[config.mk]
export PLATFORM = sky130hd
export DESIGN_NAME = enc_74148_sync
export DESIGN_NICKNAME = d
export VERILOG_FILES = /design/src/rtl/enc_74148_sync.sv
export SDC_FILE = /design/constraint.sdc
export NUM_CORES = 1
export LEC_CHECK = 0
export ABC_AREA = 1
export CAP_MARGIN = 20
export CORE_MARGIN = 2
export CORE_UTILIZATION = 53
export DETAILED_ROUTE_END_ITERATION = 7
export PLACE_DENSITY = 0.77
export SLEW_MARGIN = 20
export SYNTH_ARGS = -nofsm -noshare
export SYNTH_HDL_FRONTEND = slang
export SYNTH_SLANG_ARGS = --single-unit
[constraint.sdc]
create_clock -name clk_i -period 1.52 [get_ports clk_i]
set_clock_uncertainty 0.05 [all_clocks]
set_input_delay 0.304 -clock clk_i [delete_from_list [all_inputs] [get_ports clk_i]]
set_output_delay 0.304 -clock clk_i [all_outputs]
set_load 0.1 [all_outputs]
[src/rtl/enc_74148_sync.sv]
// Clocked 74148-style 8-to-3 priority encoder with valid/ack hold and per-line masking.
// Optional macro ENC74148_ACK_COUNT_EN adds a saturating accepted-ack counter on ack_cnt_o.
module enc_74148_sync #(
    parameter int NUM_SYNC_STAGES = 2
) (
    input  logic       clk_i,
    input  logic       rst_i,
    input  logic [7:0] in_n_i,
    input  logic       ei_n_i,
    input  logic       ack_i,
    output logic [2:0] a_n_o,
    output logic       gs_n_o,
    output logic       eo_n_o,
    output logic       valid_o
`ifdef ENC74148_ACK_COUNT_EN
    ,
    output logic [7:0] ack_cnt_o
`endif
);

    // state | meaning
    // IDLE  | searching for the highest unmasked request
    // HOLD  | code frozen on a_n_o, waiting for ack or abort
    typedef enum logic {IDLE, HOLD} state_t;

    state_t     state_q;
    logic [2:0] code_q;
    logic [7:0] mask_q;
    logic [7:0] in_s;
    logic [7:0] req;
    logic [7:0] ack_set;
    logic [7:0] mask_nxt;
    logic [2:0] prio;
    logic       req_any;
    logic       ack_take;

    generate
        if (NUM_SYNC_STAGES == 0) begin : g_bypass
            assign in_s = in_n_i;
        end else begin : g_sync
            logic [7:0] sync_q [NUM_SYNC_STAGES];
            always_ff @(posedge clk_i) begin
                if (rst_i) begin
                    for (int i = 0; i < NUM_SYNC_STAGES; i++) sync_q[i] <= 8'hFF;
                end else begin
                    sync_q[0] <= in_n_i;
                    for (int i = 1; i < NUM_SYNC_STAGES; i++) sync_q[i] <= sync_q[i-1];
                end
            end
            assign in_s = sync_q[NUM_SYNC_STAGES-1];
        end
    endgenerate

    assign req      = ~in_s & ~mask_q;
    assign ack_take = (state_q == HOLD) && ack_i;

    // Ascending scan so the highest set index is the one left standing.
    always_comb begin
        prio    = 3'd0;
        req_any = |req;
        for (int k = 0; k < 8; k++) begin
            if (req[k]) prio = 3'(k);
        end
    end

    // A released line always clears its mask bit, even in the cycle it is acked.
    assign ack_set  = (ack_take && !in_s[code_q]) ? (8'h01 << code_q) : 8'h00;
    assign mask_nxt = (mask_q | ack_set) & ~in_s;

    always_ff @(posedge clk_i) begin
        if (rst_i) begin
            state_q <= IDLE;
            code_q  <= 3'd0;
            mask_q  <= 8'h00;
            a_n_o   <= 3'b111;
            gs_n_o  <= 1'b1;
            eo_n_o  <= 1'b1;
            valid_o <= 1'b0;
        end else begin
            mask_q <= mask_nxt;
            case (state_q)
                IDLE: begin
                    if (!ei_n_i && req_any) begin
                        state_q <= HOLD;
                        code_q  <= prio;
                        a_n_o   <= ~prio;
                        gs_n_o  <= 1'b0;
                        valid_o <= 1'b1;
                        eo_n_o  <= 1'b1;
                    end else begin
                        a_n_o   <= 3'b111;
                        gs_n_o  <= 1'b1;
                        valid_o <= 1'b0;
                        eo_n_o  <= ei_n_i;
                    end
                end
                HOLD: begin
                    if (ack_i || ei_n_i) begin
                        state_q <= IDLE;
                        a_n_o   <= 3'b111;
                        gs_n_o  <= 1'b1;
                        valid_o <= 1'b0;
                        eo_n_o  <= 1'b1;
                    end
                end
                default: state_q <= IDLE;
            endcase
        end
    end

`ifdef ENC74148_ACK_COUNT_EN
    always_ff @(posedge clk_i) begin
        if (rst_i) begin
            ack_cnt_o <= 8'h00;
        end else if (ack_take && ack_cnt_o != 8'hFF) begin
            ack_cnt_o <= ack_cnt_o + 8'd1;
        end
    end
`endif

endmodule

==> results of run 1 <==
-- registers in the layout, summed over array words and instances (netlist names) --
register	cells
g_sync.sync_q	16
mask_q	8
a_n_o	3
code_q	3
eo_n_o	1
gs_n_o	1
state_q	1
valid_o	1
-- Yosys cell counts (2+ instances only) --
library cell  instances  area (um^2)
clkbuf_1              2        7.510
a21oi_1              10        50.05
inv_2                 2        7.510
nand3_2               3        30.03
nand4_1               9        56.30
nor2_1                6        22.52
inv_1                28        105.1
a21oi_2               4        35.03
o21ai_0               3        15.01
or2_2                17        106.4
dfxtp_1              34        680.7
nand2_2               2        12.51
nand2_1              53        198.9
buf_6                 2        22.52
nand3_1               3        15.01
-- per-stage QoR --
stage | setup TNS (ns) | utilization (%) | setup WS, ns | hold WS (ns)
finish | 0 | 70.62 | 0.1761 | 0.3653
global route | 0 | 70.62 | 0.004121 | 0.3816
CTS | 0 | 70.62 | 0.1684 | 0.3662
detailed placement | -0.03560 | 67.37 | -0.02155 | 0.3432
global placement | 0 | 67.37 | 0.02679 | 0.3423
floorplan | 0 | - | 0.2113 | 0.3395
-- cell usage in the layout, fill, tap and decap left out, types with 3 or more instances in the layout --
master           instances
buf_12                   6
nand4_1                  9
o21ai_0                  3
nand3_2                  3
nand3_1                  3
or2_2                   17
clkdlybuf4s50_1         11
clkbuf_4                 5
nand2_1                 53
inv_1                   28
nor2_1                   6
a21oi_1                 10
a21oi_2                  4
buf_4                    4
dfxtp_1                 34
-- routing by layer --
| metal | wire, um | share of wire, % | track usage [%] | vias to the layer above |
|---|---|---|---|---|
| li1 | - | - | - | 614 |
| met1 | 1236 | 47 | 22.97 | 527 |
| met2 | 1237 | 47 | 29.93 | 29 |
| met3 | 117 | 4.4 | 5.349 | 6 |
| met4 | 46 | 1.7 | 10.10 | 0 |
| met5 | 0 | 0 | 0 | - |
-- cell type report --
cell class,count,area [um^2]
clock buffer,6,51.30
clock inverter,1,30.03
fill,195,734.5
inverter,30,112.6
multi-input combinational,115,593.1
sequential,34,680.7
tap,30,37.54
timing repair buffer,21,260.3
-- power groups by stage --
| stage | combinational (uW) | sequential [uW] | clock (uW) |
|---|---|---|---|
| global route | 337 | 964 | 709 |
| CTS | 312 | 959 | 667 |
| finish | 312 | 959 | 663 |
| detailed placement | 310 | 980 | 0 |
| floorplan | 152 | 1030 | 0 |
| global placement | 304 | 978 | 0 |
-- worst max-delay path, stage by stage, from the launching register on --
cell and delay [ns]:
dfxtp_1 0.54, nor2_1 0.13, nand2_1 0.07, nand2_1 0.08, nor2_4 0.14, nand4_1 0.12, a21oi_1 0.15
-- logic make-up after synthesis --
family | after synthesis
buffers and inverters | 35
flip-flops | 34
AO/OA/AOI/OAI | 18
AND/OR/NAND/NOR | 97
-- path summary, 6_finish.rpt --
path	end	slack, ns
setup / recovery	mask_q[1]$_SDFF_PP0_	0.18
hold / removal	g_sync.sync_q[0][10]$_SDFF_PP1_	0.37
hold reg to reg	g_sync.sync_q[0][10]$_SDFF_PP1_	0.37
setup reg to reg	mask_q[1]$_SDFF_PP0_	0.18
==> flow_results.xml, run 1 <==
<?xml version="1.0" encoding="UTF-8"?>
<metrics>
  <group name="hold_path">
    <metric name="timing.hold.worst.class" unit="">reg2reg</metric>
    <metric name="worst_hold_startpoint" unit="">g_sync.sync_q[0][2]$_SDFF_PP1_</metric>
    <metric name="worst_hold_path.num_cells" unit="">1</metric>
  </group>
  <group name="global_route">
    <metric name="grt_pass1_vias" unit="">1128</metric>
    <metric name="grt_start_max_net_pins" unit="">15</metric>
    <metric name="gr-total-overflow" unit="">0</metric>
    <metric name="antenna_found_initial" unit="">0</metric>
    <metric name="grt_pass1_wl" unit="um">4588</metric>
    <metric name="total_routing_usage_gr" unit="%">18.84</metric>
  </group>
  <group name="flow_run">
    <metric name="max_cap_viol_count" unit="">0</metric>
  </group>
  <group name="setup_path">
    <metric name="timing.critical_path.fanout_max" unit="">11</metric>
    <metric name="r2r_cells" unit="">6</metric>
    <metric name="setup.worst_path.start" unit="">code_q[0]$_SDFFE_PP0P_</metric>
    <metric name="critical_path_endpoint_category" unit="">flip-flop</metric>
    <metric name="crit_type" unit="">reg2reg</metric>
    <metric name="critical_path_arrival" unit="ns">1.55</metric>
    <metric name="setup.worst_path.start_class" unit="">flip-flop</metric>
    <metric name="rr_startpoint" unit="">code_q[0]$_SDFFE_PP0P_</metric>
    <metric name="required" unit="ns">1.73</metric>
  </group>
  <group name="logic_synthesis">
    <metric name="postSynth.asyncResetShare" unit="%">0</metric>
    <metric name="yosysSeqAreaShare" unit="%">47.93</metric>
    <metric name="number_of_enable_type_register_cells_in_the_synthesized_netlist" unit="">0</metric>
    <metric name="yosys-mux-area-fraction" unit="%">0</metric>
    <metric name="synth.cell_area" unit="um^2">1420</metric>
    <metric name="ys_types" unit="">21</metric>
    <metric name="synthSimpleGateAreaFrac" unit="%">34.27</metric>
    <metric name="yosys.area_share.xor_xnor" unit="%">0</metric>
    <metric name="number_of_synthesized_register_bits" unit="">34</metric>
    <metric name="synth_adder_area_share" unit="%">0</metric>
    <metric name="ys.warnings.count" unit="">0</metric>
    <metric name="syn-mean-instance-area" unit="um^2">7.718</metric>
    <metric name="postSynthCellCount" unit="">184</metric>
    <metric name="fraction_of_the_mapped_netlist_area_in_compound_gates" unit="%">7.489</metric>
    <metric name="postSynthNetCount" unit="">196</metric>
    <metric name="dominant_combinational_cell_family_by_area_after_synthesis" unit="">simple AND/OR/NAND/NOR gates</metric>
    <metric name="synth_ff_type" unit="">dfxtp_1</metric>
  </group>
  <group name="cts">
    <metric name="htreeDepth" unit="">2</metric>
    <metric name="clk_pin_slew_worst_paths" unit="ns">0.10</metric>
    <metric name="clk_root_buffer_cell" unit="">clkbuf_4</metric>
    <metric name="post_cts_resized" unit="">0</metric>
    <metric name="postCtsSetupBuffers" unit="">0</metric>
    <metric name="cts-buffers-inserted" unit="">5</metric>
    <metric name="clkLatencyLatePin" unit="ns">0.32</metric>
    <metric name="count_of_hold_fix_buffers_inserted_at_cts" unit="">0</metric>
    <metric name="tritoncts" unit="">built</metric>
    <metric name="cts_buffer_depth" unit="">2</metric>
    <metric name="numClockSinks" unit="">34</metric>
  </group>
  <group name="die">
    <metric name="die-width" unit="um">55.77</metric>
    <metric name="placementRows" unit="">18</metric>
    <metric name="chipHeight" unit="um">55.77</metric>
    <metric name="initial_utilization" unit="%">56.81</metric>
    <metric name="core-area" unit="um^2">2500</metric>
    <metric name="pin_count" unit="">18</metric>
    <metric name="die_area" unit="um^2">3110</metric>
  </group>
  <group name="routing">
    <metric name="iteration_count_of_the_initial_detailed_routing_pass" unit="">4</metric>
    <metric name="routed-via-count" unit="">1176</metric>
    <metric name="vias_per_cell" unit="">4.962</metric>
    <metric name="detail-route-antenna-nets" unit="">0</metric>
    <metric name="post_detailed_route_drc_marker_count" unit="">0</metric>
    <metric name="drt-wirelength-per-cell" unit="um">11.13</metric>
    <metric name="drt-initial-drc-count" unit="">27</metric>
    <metric name="finalWirelength" unit="um">2637</metric>
  </group>
  <group name="layout">
    <metric name="fin_nets" unit="">219</metric>
    <metric name="layout.cells.non_filler" unit="">237</metric>
    <metric name="drive_above_1_share" unit="%">23.67</metric>
    <metric name="antenna_cells" unit="">0</metric>
    <metric name="final_cell_area" unit="um^2">1765</metric>
    <metric name="flow.area_growth_from_synthesis" unit="%">24.32</metric>
  </group>
  <group name="placed_design">
    <metric name="gpl.final_weighted_congestion" unit="">0.9517</metric>
    <metric name="count_of_input_and_output_buffers" unit="">17</metric>
    <metric name="numPlacedInstances" unit="">230</metric>
    <metric name="placed_area" unit="um^2">1684</metric>
    <metric name="dp_hpwl" unit="um">1999</metric>
  </group>
  <group name="timing">
    <metric name="hold_violations" unit="">0</metric>
    <metric name="max_freq" unit="MHz">744.1</metric>
    <metric name="final.min_clock_period" unit="ns">1.344</metric>
    <metric name="grt_setup_unrepaired" unit="">false</metric>
    <metric name="count_of_final_setup_violators" unit="">0</metric>
    <metric name="slew_headroom" unit="%">74.04</metric>
    <metric name="layout_worst_path_cycle_share" unit="%">88.42</metric>
    <metric name="finalMaxSlewViolations" unit="">0</metric>
    <metric name="tightest_slew" unit="ns">0.3890</metric>
  </group>
  <group name="power">
    <metric name="p_leak" unit="uW">0.0008089</metric>
    <metric name="switching_share" unit="%">25.77</metric>
    <metric name="p_comb_share" unit="%">16.1</metric>
    <metric name="p_clk_share" unit="%">34.3</metric>
    <metric name="power.share.sequential" unit="%">49.6</metric>
    <metric name="power_density" unit="nW/um^2">1095</metric>
    <metric name="power.total" unit="uW">1934</metric>
    <metric name="power.ir.vdd_worst" unit="V">0.0008908</metric>
    <metric name="internal-power" unit="uW">1435</metric>
    <metric name="p_sw" unit="uW">498.3</metric>
  </group>
  <group name="status">
    <metric name="status" unit="">finished, final reports clean</metric>
  </group>
</metrics>
(Power assumes the default switching activity.)
==> inputs of run 2 (changes only) <==
--- a/config.mk
+++ b/config.mk
@@ -8,9 +8,9 @@
 export ABC_AREA = 1
 export CAP_MARGIN = 20
 export CORE_MARGIN = 2
-export CORE_UTILIZATION = 53
+export CORE_UTILIZATION = 55
 export DETAILED_ROUTE_END_ITERATION = 7
-export PLACE_DENSITY = 0.77
+export PLACE_DENSITY = 0.79
 export SLEW_MARGIN = 20
 export SYNTH_ARGS = -nofsm -noshare
 export SYNTH_HDL_FRONTEND = slang
==> constraint.sdc (replaced) <==
create_clock -name clk_i -period 1.55 [get_ports clk_i]
set_clock_uncertainty 0.05 [all_clocks]
set_input_delay 0.31 -clock clk_i [delete_from_list [all_inputs] [get_ports clk_i]]
set_output_delay 0.31 -clock clk_i [all_outputs]
set_load 0.1 [all_outputs]
==> flow_results.xml, run 2 (synthesized netlist as in run 1, its figures left out) <==
<?xml version="1.0" encoding="UTF-8"?>
<metrics>
  <group name="die">
    <metric name="die_area" unit="um^2">3005</metric>
    <metric name="placementRows" unit="">18</metric>
    <metric name="chipHeight" unit="um">54.82</metric>
    <metric name="die-width" unit="um">54.82</metric>
    <metric name="core-area" unit="um^2">2455</metric>
    <metric name="initial_utilization" unit="%">57.85</metric>
    <metric name="pin_count" unit="">18</metric>
  </group>
  <group name="routing">
    <metric name="post_detailed_route_drc_marker_count" unit="">0</metric>
    <metric name="drt-initial-drc-count" unit="">25</metric>
    <metric name="drt-wirelength-per-cell" unit="um">10.86</metric>
    <metric name="routed-via-count" unit="">1182</metric>
    <metric name="vias_per_cell" unit="">4.925</metric>
    <metric name="finalWirelength" unit="um">2606</metric>
    <metric name="detail-route-antenna-nets" unit="">0</metric>
    <metric name="iteration_count_of_the_initial_detailed_routing_pass" unit="">4</metric>
  </group>
  <group name="cts">
    <metric name="cts_buffer_depth" unit="">2</metric>
    <metric name="clkLatencyLatePin" unit="ns">0.35</metric>
    <metric name="clk_root_buffer_cell" unit="">clkbuf_4</metric>
    <metric name="cts-buffers-inserted" unit="">5</metric>
    <metric name="count_of_hold_fix_buffers_inserted_at_cts" unit="">0</metric>
    <metric name="post_cts_resized" unit="">0</metric>
    <metric name="tritoncts" unit="">built</metric>
    <metric name="htreeDepth" unit="">2</metric>
    <metric name="clk_pin_slew_worst_paths" unit="ns">0.10</metric>
    <metric name="postCtsSetupBuffers" unit="">0</metric>
    <metric name="numClockSinks" unit="">34</metric>
  </group>
  <group name="power">
    <metric name="power_density" unit="nW/um^2">1002</metric>
    <metric name="p_leak" unit="uW">0.0008100</metric>
    <metric name="power.ir.vdd_worst" unit="V">0.0009639</metric>
  </group>
  <group name="setup_path">
    <metric name="critPathMaxStageDelay" unit="ns">0.53</metric>
    <metric name="setup.reg_to_reg.worst_slack" unit="ns">0.18</metric>
    <metric name="critical_path_endpoint_category" unit="">flip-flop</metric>
    <metric name="required" unit="ns">1.78</metric>
    <metric name="crit_type" unit="">reg2reg</metric>
    <metric name="cp_common_cell" unit="">nand2_1</metric>
    <metric name="crit_slowest_cell" unit="">dfxtp_1</metric>
    <metric name="setup.worst_path.start_class" unit="">flip-flop</metric>
    <metric name="critical_path_arrival" unit="ns">1.61</metric>
    <metric name="timing.critical_path.fanout_max" unit="">11</metric>
    <metric name="timing.critical_path.cells" unit="">nor2_1, nand2_1, nand2_1, nor2_4, nand4_1, a21oi_1</metric>
  </group>
  <group name="global_route">
    <metric name="grt_pass1_vias" unit="">1040</metric>
    <metric name="grt_pass1_wl" unit="um">4160</metric>
    <metric name="grt_start_max_net_pins" unit="">12</metric>
    <metric name="total_routing_usage_gr" unit="%">20.53</metric>
    <metric name="antenna_found_initial" unit="">0</metric>
    <metric name="gr-total-overflow" unit="">0</metric>
  </group>
  <group name="layout">
    <metric name="drive_above_1_share" unit="%">24.29</metric>
    <metric name="fillCellCount" unit="">191</metric>
    <metric name="largest-register" unit="">g_sync.sync_q</metric>
    <metric name="most-common-layout-cells" unit="">nand2_1, dfxtp_1, inv_1</metric>
    <metric name="seqCellArea" unit="um^2">680.7</metric>
    <metric name="final_cell_area" unit="um^2">1759</metric>
    <metric name="reg_top3" unit="">g_sync.sync_q x16, mask_q x8</metric>
    <metric name="multi_input_area" unit="um^2">593.1</metric>
    <metric name="largest_register_ff_count" unit="">16</metric>
    <metric name="layout_commonest_cell" unit="">nand2_1</metric>
    <metric name="fin_nets" unit="">221</metric>
    <metric name="antenna_cells" unit="">0</metric>
    <metric name="flow.area_growth_from_synthesis" unit="%">23.88</metric>
  </group>
  <group name="placed_design">
    <metric name="gpl.final_weighted_congestion" unit="">0.9307</metric>
    <metric name="placed_area" unit="um^2">1699</metric>
    <metric name="count_of_input_and_output_buffers" unit="">17</metric>
    <metric name="dp_hpwl" unit="um">2055</metric>
  </group>
  <group name="timing">
    <metric name="count_of_final_setup_violators" unit="">0</metric>
    <metric name="slew_headroom" unit="%">75.20</metric>
    <metric name="holdWs" unit="ns">0.3602</metric>
    <metric name="hold_violations" unit="">0</metric>
    <metric name="tightest_slew" unit="ns">0.3716</metric>
    <metric name="layout_worst_path_cycle_share" unit="%">88.64</metric>
    <metric name="final.min_clock_period" unit="ns">1.374</metric>
    <metric name="grt_setup_unrepaired" unit="">false</metric>
    <metric name="fin_setup_tns" unit="ns">0</metric>
    <metric name="finalMaxSlewViolations" unit="">0</metric>
    <metric name="max_freq" unit="MHz">727.8</metric>
  </group>
  <group name="hold_path">
    <metric name="timing.hold.worst.class" unit="">reg2reg</metric>
  </group>
  <group name="flow_run">
    <metric name="max_cap_viol_count" unit="">0</metric>
  </group>
  <group name="status">
    <metric name="status" unit="">finished, final reports clean</metric>
  </group>
</metrics>
[run 2: changes by cell type in the layout (fill, tap and decap cells not counted)]
cell,previous run,this run
clkinv_2,0,1
clkbuf_1,0,1
bufinv_16,1,0
buf_4,4,6
[run 2: path summary, 6_finish.rpt]
| path | from | to | cells after the start |
|---|---|---|---|
| worst max-delay path | code_q[0]$_SDFFE_PP0P_ | mask_q[3]$_SDFF_PP0_ | 6 |
| worst min-delay path | g_sync.sync_q[0][3]$_SDFF_PP1_ | g_sync.sync_q[0][11]$_SDFF_PP1_ | 1 |
| worst max register to register | code_q[0]$_SDFFE_PP0P_ | mask_q[3]$_SDFF_PP0_ | 6 |
| worst min register to register | g_sync.sync_q[0][3]$_SDFF_PP1_ | g_sync.sync_q[0][11]$_SDFF_PP1_ | 1 |
[run 2: cell type report]
type / instances / share of cell area (%)
clock buffer: 7 / 3.129
clock inverter: 1 / 0.2845
inverter: 30 / 6.401
multi-input combinational: 115 / 33.71
sequential: 34 / 38.69
tap: 30 / 2.134
timing repair buffer: 23 / 15.65
[run 2: per-layer routing]
layer / routed length (um) / vias to the layer above / global-route usage [%]
met5: 0 / - / 0
met3: 149 / 7 / 9.563
li1: - / 615 / -
met2: 1222 / 31 / 32.74
met4: 51 / 0 / 10.83
met1: 1181 / 529 / 22.50
[run 2: power by group]
group / switching [uW] / internal, uW
clock network: 291 / 219
registers: 30.1 / 910
logic: 185 / 126
[run 2: worst max-delay path: cells and delay by family (launching register included)]
family / cells / cell delay (ns)
simple gates: 5 / 0.59
flops: 1 / 0.53
compound gates: 1 / 0.14
[run 2: metrics by stage]
stage / utilization, % / instances / setup WS, ns / total power, uW
after detailed placement: 69.22 / 232 / -0.03361 / 1270
after CTS: 71.66 / 240 / 0.1982 / 1763
after global placement: 69.22 / 232 / 0.03277 / 1260
after floorplan: - / 184 / 0.2413 / 1160
after global routing: 71.66 / 240 / 0.05337 / 1833
final: 71.66 / 240 / 0.1761 / 1762
==> inputs of run 3 (changes only) <==
--- a/config.mk
+++ b/config.mk
@@ -5,12 +5,11 @@
 export SDC_FILE = /design/constraint.sdc
 export NUM_CORES = 1
 export LEC_CHECK = 0
-export ABC_AREA = 1
 export CAP_MARGIN = 20
 export CORE_MARGIN = 2
 export CORE_UTILIZATION = 55
 export DETAILED_ROUTE_END_ITERATION = 7
-export PLACE_DENSITY = 0.79
+export PLACE_DENSITY = 0.81
 export SLEW_MARGIN = 20
 export SYNTH_ARGS = -nofsm -noshare
 export SYNTH_HDL_FRONTEND = slang
==> flow_results.xml, run 3 <==
<?xml version="1.0" encoding="UTF-8"?>
<metrics>
  <group name="status">
    <metric name="status" unit="">finished, final reports clean</metric>
  </group>
  <group name="timing">
    <metric name="finalMaxSlewViolations" unit="">0</metric>
    <metric name="count_of_final_setup_violators" unit="">0</metric>
    <metric name="grt_setup_unrepaired" unit="">false</metric>
    <metric name="max_freq" unit="MHz">676.4</metric>
    <metric name="fin_setup_tns" unit="ns">0</metric>
    <metric name="hold_violations" unit="">0</metric>
    <metric name="final.min_clock_period" unit="ns">1.478</metric>
    <metric name="tightest_slew" unit="ns">0.4136</metric>
    <metric name="layout_worst_path_cycle_share" unit="%">95.38</metric>
    <metric name="slew_headroom" unit="%">72.17</metric>
  </group>
  <group name="die">
    <metric name="die-width" unit="um">50.39</metric>
    <metric name="placementRows" unit="">16</metric>
    <metric name="chipHeight" unit="um">50.39</metric>
    <metric name="pin_count" unit="">18</metric>
    <metric name="die_area" unit="um^2">2539</metric>
    <metric name="core-area" unit="um^2">2002</metric>
    <metric name="initial_utilization" unit="%">59.12</metric>
  </group>
  <group name="cts">
    <metric name="clkLatencyLatePin" unit="ns">0.35</metric>
    <metric name="tritoncts" unit="">built</metric>
    <metric name="post_cts_resized" unit="">0</metric>
    <metric name="cts_buffer_depth" unit="">2</metric>
    <metric name="postCtsSetupBuffers" unit="">0</metric>
    <metric name="clk_root_buffer_cell" unit="">clkbuf_4</metric>
    <metric name="cts-buffers-inserted" unit="">5</metric>
    <metric name="clk_pin_slew_worst_paths" unit="ns">0.09</metric>
    <metric name="numClockSinks" unit="">34</metric>
    <metric name="htreeDepth" unit="">2</metric>
    <metric name="count_of_hold_fix_buffers_inserted_at_cts" unit="">0</metric>
  </group>
  <group name="layout">
    <metric name="largest_register_ff_count" unit="">16</metric>
    <metric name="largest-register" unit="">g_sync.sync_q</metric>
    <metric name="drive_above_1_share" unit="%">30.50</metric>
    <metric name="antenna_cells" unit="">0</metric>
    <metric name="final_core_utilization" unit="%">77.94</metric>
    <metric name="fin_nets" unit="">152</metric>
    <metric name="reg_top3" unit="">g_sync.sync_q x16, mask_q x8</metric>
    <metric name="layout_commonest_cell" unit="">dfxtp_1</metric>
    <metric name="most-common-layout-cells" unit="">dfxtp_1, or2_2, clkdlybuf4s50_1</metric>
    <metric name="flow.area_growth_from_synthesis" unit="%">31.82</metric>
    <metric name="layout.cells.non_filler" unit="">168</metric>
  </group>
  <group name="power">
    <metric name="p_clk_share" unit="%">33.2</metric>
    <metric name="power_density" unit="nW/um^2">1151</metric>
    <metric name="switching_share" unit="%">25.52</metric>
    <metric name="p_leak" unit="uW">0.0006127</metric>
    <metric name="p_sw" unit="uW">458.5</metric>
    <metric name="internal-power" unit="uW">1338</metric>
    <metric name="power.ir.vdd_worst" unit="V">0.0008475</metric>
    <metric name="p_comb_share" unit="%">14.3</metric>
    <metric name="power.share.sequential" unit="%">52.6</metric>
  </group>
  <group name="setup_path">
    <metric name="critical_path_arrival" unit="ns">1.67</metric>
    <metric name="crit_type" unit="">reg2reg</metric>
    <metric name="setup.worst_path.start" unit="">g_sync.sync_q[0][10]$_SDFF_PP1_</metric>
    <metric name="timing.critical_path.to" unit="">code_q[0]$_SDFFE_PP0P_</metric>
    <metric name="crit_slowest_cell" unit="">dfxtp_1</metric>
    <metric name="timing.critical_path.cells" unit="">o22ai_4, o41ai_4, buf_4, nand2b_1, o211a_1</metric>
    <metric name="required" unit="ns">1.74</metric>
    <metric name="cp.depth" unit="">5</metric>
    <metric name="setup.worst_path.start_class" unit="">flip-flop</metric>
    <metric name="timing.critical_path.max_delay_family" unit="">compound AO/OA/AOI/OAI gates</metric>
    <metric name="critical_path_endpoint_category" unit="">flip-flop</metric>
    <metric name="critPathMaxStageDelay" unit="ns">0.48</metric>
    <metric name="r2r_cells" unit="">5</metric>
    <metric name="rr_startpoint" unit="">g_sync.sync_q[0][10]$_SDFF_PP1_</metric>
    <metric name="r2r-end" unit="">code_q[0]$_SDFFE_PP0P_</metric>
    <metric name="setup.reg_to_reg.worst_slack" unit="ns">0.07</metric>
    <metric name="critPathBufInv" unit="">1</metric>
    <metric name="timing.critical_path.fanout_max" unit="">7</metric>
  </group>
  <group name="global_route">
    <metric name="grt_pass1_vias" unit="">896</metric>
    <metric name="grt_start_max_net_pins" unit="">20</metric>
    <metric name="total_routing_usage_gr" unit="%">21.72</metric>
    <metric name="antenna_found_initial" unit="">0</metric>
    <metric name="grt_pass1_wl" unit="um">4002</metric>
    <metric name="gr-total-overflow" unit="">0</metric>
  </group>
  <group name="logic_synthesis">
    <metric name="post-synth-top-area-cell" unit="">dfxtp_1</metric>
    <metric name="synth_ff_type" unit="">dfxtp_1</metric>
    <metric name="postSynth.asyncResetShare" unit="%">0</metric>
    <metric name="ys.warnings.count" unit="">0</metric>
    <metric name="synth.cell_area" unit="um^2">1184</metric>
    <metric name="postSynthNetCount" unit="">125</metric>
    <metric name="synthMostInstantiatedCell" unit="">dfxtp_1</metric>
    <metric name="post-synth-top-area-fraction" unit="%">57.51</metric>
    <metric name="yosysSeqAreaShare" unit="%">57.51</metric>
    <metric name="postSynthCellCount" unit="">113</metric>
    <metric name="ys_types" unit="">28</metric>
    <metric name="syn-mean-instance-area" unit="um^2">10.47</metric>
    <metric name="number_of_enable_type_register_cells_in_the_synthesized_netlist" unit="">0</metric>
    <metric name="netlist_top_cells_area" unit="">dfxtp_1, or2_2, nor3_1</metric>
    <metric name="synth_top_cells_by_count" unit="">dfxtp_1, or2_2, nor3_1, a21oi_1, nor2_1</metric>
    <metric name="number_of_synthesized_register_bits" unit="">34</metric>
  </group>
  <group name="hold_path">
    <metric name="worst_hold_startpoint" unit="">g_sync.sync_q[0][5]$_SDFF_PP1_</metric>
    <metric name="timing.hold.worst.class" unit="">reg2reg</metric>
  </group>
  <group name="placed_design">
    <metric name="gpl.final_weighted_congestion" unit="">0.9144</metric>
    <metric name="dp_hpwl" unit="um">1694</metric>
    <metric name="count_of_input_and_output_buffers" unit="">17</metric>
    <metric name="numPlacedInstances" unit="">159</metric>
  </group>
  <group name="routing">
    <metric name="routed-via-count" unit="">939</metric>
    <metric name="detail-route-antenna-nets" unit="">0</metric>
    <metric name="drt-wirelength-per-cell" unit="um">14.30</metric>
    <metric name="iteration_count_of_the_initial_detailed_routing_pass" unit="">4</metric>
    <metric name="drt-initial-drc-count" unit="">32</metric>
    <metric name="finalWirelength" unit="um">2403</metric>
    <metric name="post_detailed_route_drc_marker_count" unit="">0</metric>
    <metric name="vias_per_cell" unit="">5.589</metric>
  </group>
  <group name="flow_run">
    <metric name="max_cap_viol_count" unit="">0</metric>
  </group>
</metrics>
-- run 3: kinds of logic after synthesis --
family	share of synthesized area, %
compound gates	20.40
simple gates	20.83
flops	57.51
buf+inv	1.268
-- run 3: metrics by stage --
stage / cell area [um^2] / total power, uW / setup slack, ns / hold WS, ns
after floorplan: 1184 / 1109 / 0.2097 / 0.3395
after global placement: 1474 / 1207 / -0.04221 / 0.3431
after detailed placement: 1474 / 1214 / -0.07340 / 0.3441
after CTS: 1553 / 1803 / 0.03602 / 0.3662
after global routing: 1560 / 1865 / 0.004923 / 0.3781
final: 1560 / 1797 / 0.07164 / 0.3645
-- run 3: worst min path at each step --
stage                                       to  slack (ns)  depth (start not counted)
6_report       g_sync.sync_q[0][13]$_SDFF_PP1_        0.36                          1
5_1_grt         g_sync.sync_q[0][9]$_SDFF_PP1_        0.38                          1
4_1_cts        g_sync.sync_q[0][13]$_SDFF_PP1_        0.37                          1
3_5_place_dp   g_sync.sync_q[0][13]$_SDFF_PP1_        0.34                          1
3_3_place_gp   g_sync.sync_q[0][12]$_SDFF_PP1_        0.34                          1
2_1_floorplan  g_sync.sync_q[0][10]$_SDFF_PP1_        0.34                          1
-- run 3: area by class of cell --
class / instances / area (um^2)
clock buffers: 8 / 78.83
fillers: 132 / 441.7
inverters: 1 / 3.754
multi-input cells: 75 / 488.0
flip-flops and latches: 34 / 680.7
well taps: 27 / 33.78
repair buffers: 23 / 275.3
-- run 3: metal layers --
metal	wire, um	share of wire, %	GRT usage (%)
met1	1029	43	26.77
met4	66	2.7	13.51
met3	148	6.2	7.143
met2	1159	48	32.68
met5	0	0	0
-- run 3: power by group through the flow --
stage | Clock [uW] | Sequential [uW] | Combinational, uW
2_1_floorplan | 0 | 1010 | 94.9
3_3_place_gp | 0 | 962 | 245
3_5_place_dp | 0 | 964 | 250
4_1_cts | 608 | 944 | 251
5_1_grt | 643 | 950 | 273
6_report | 596 | 944 | 256
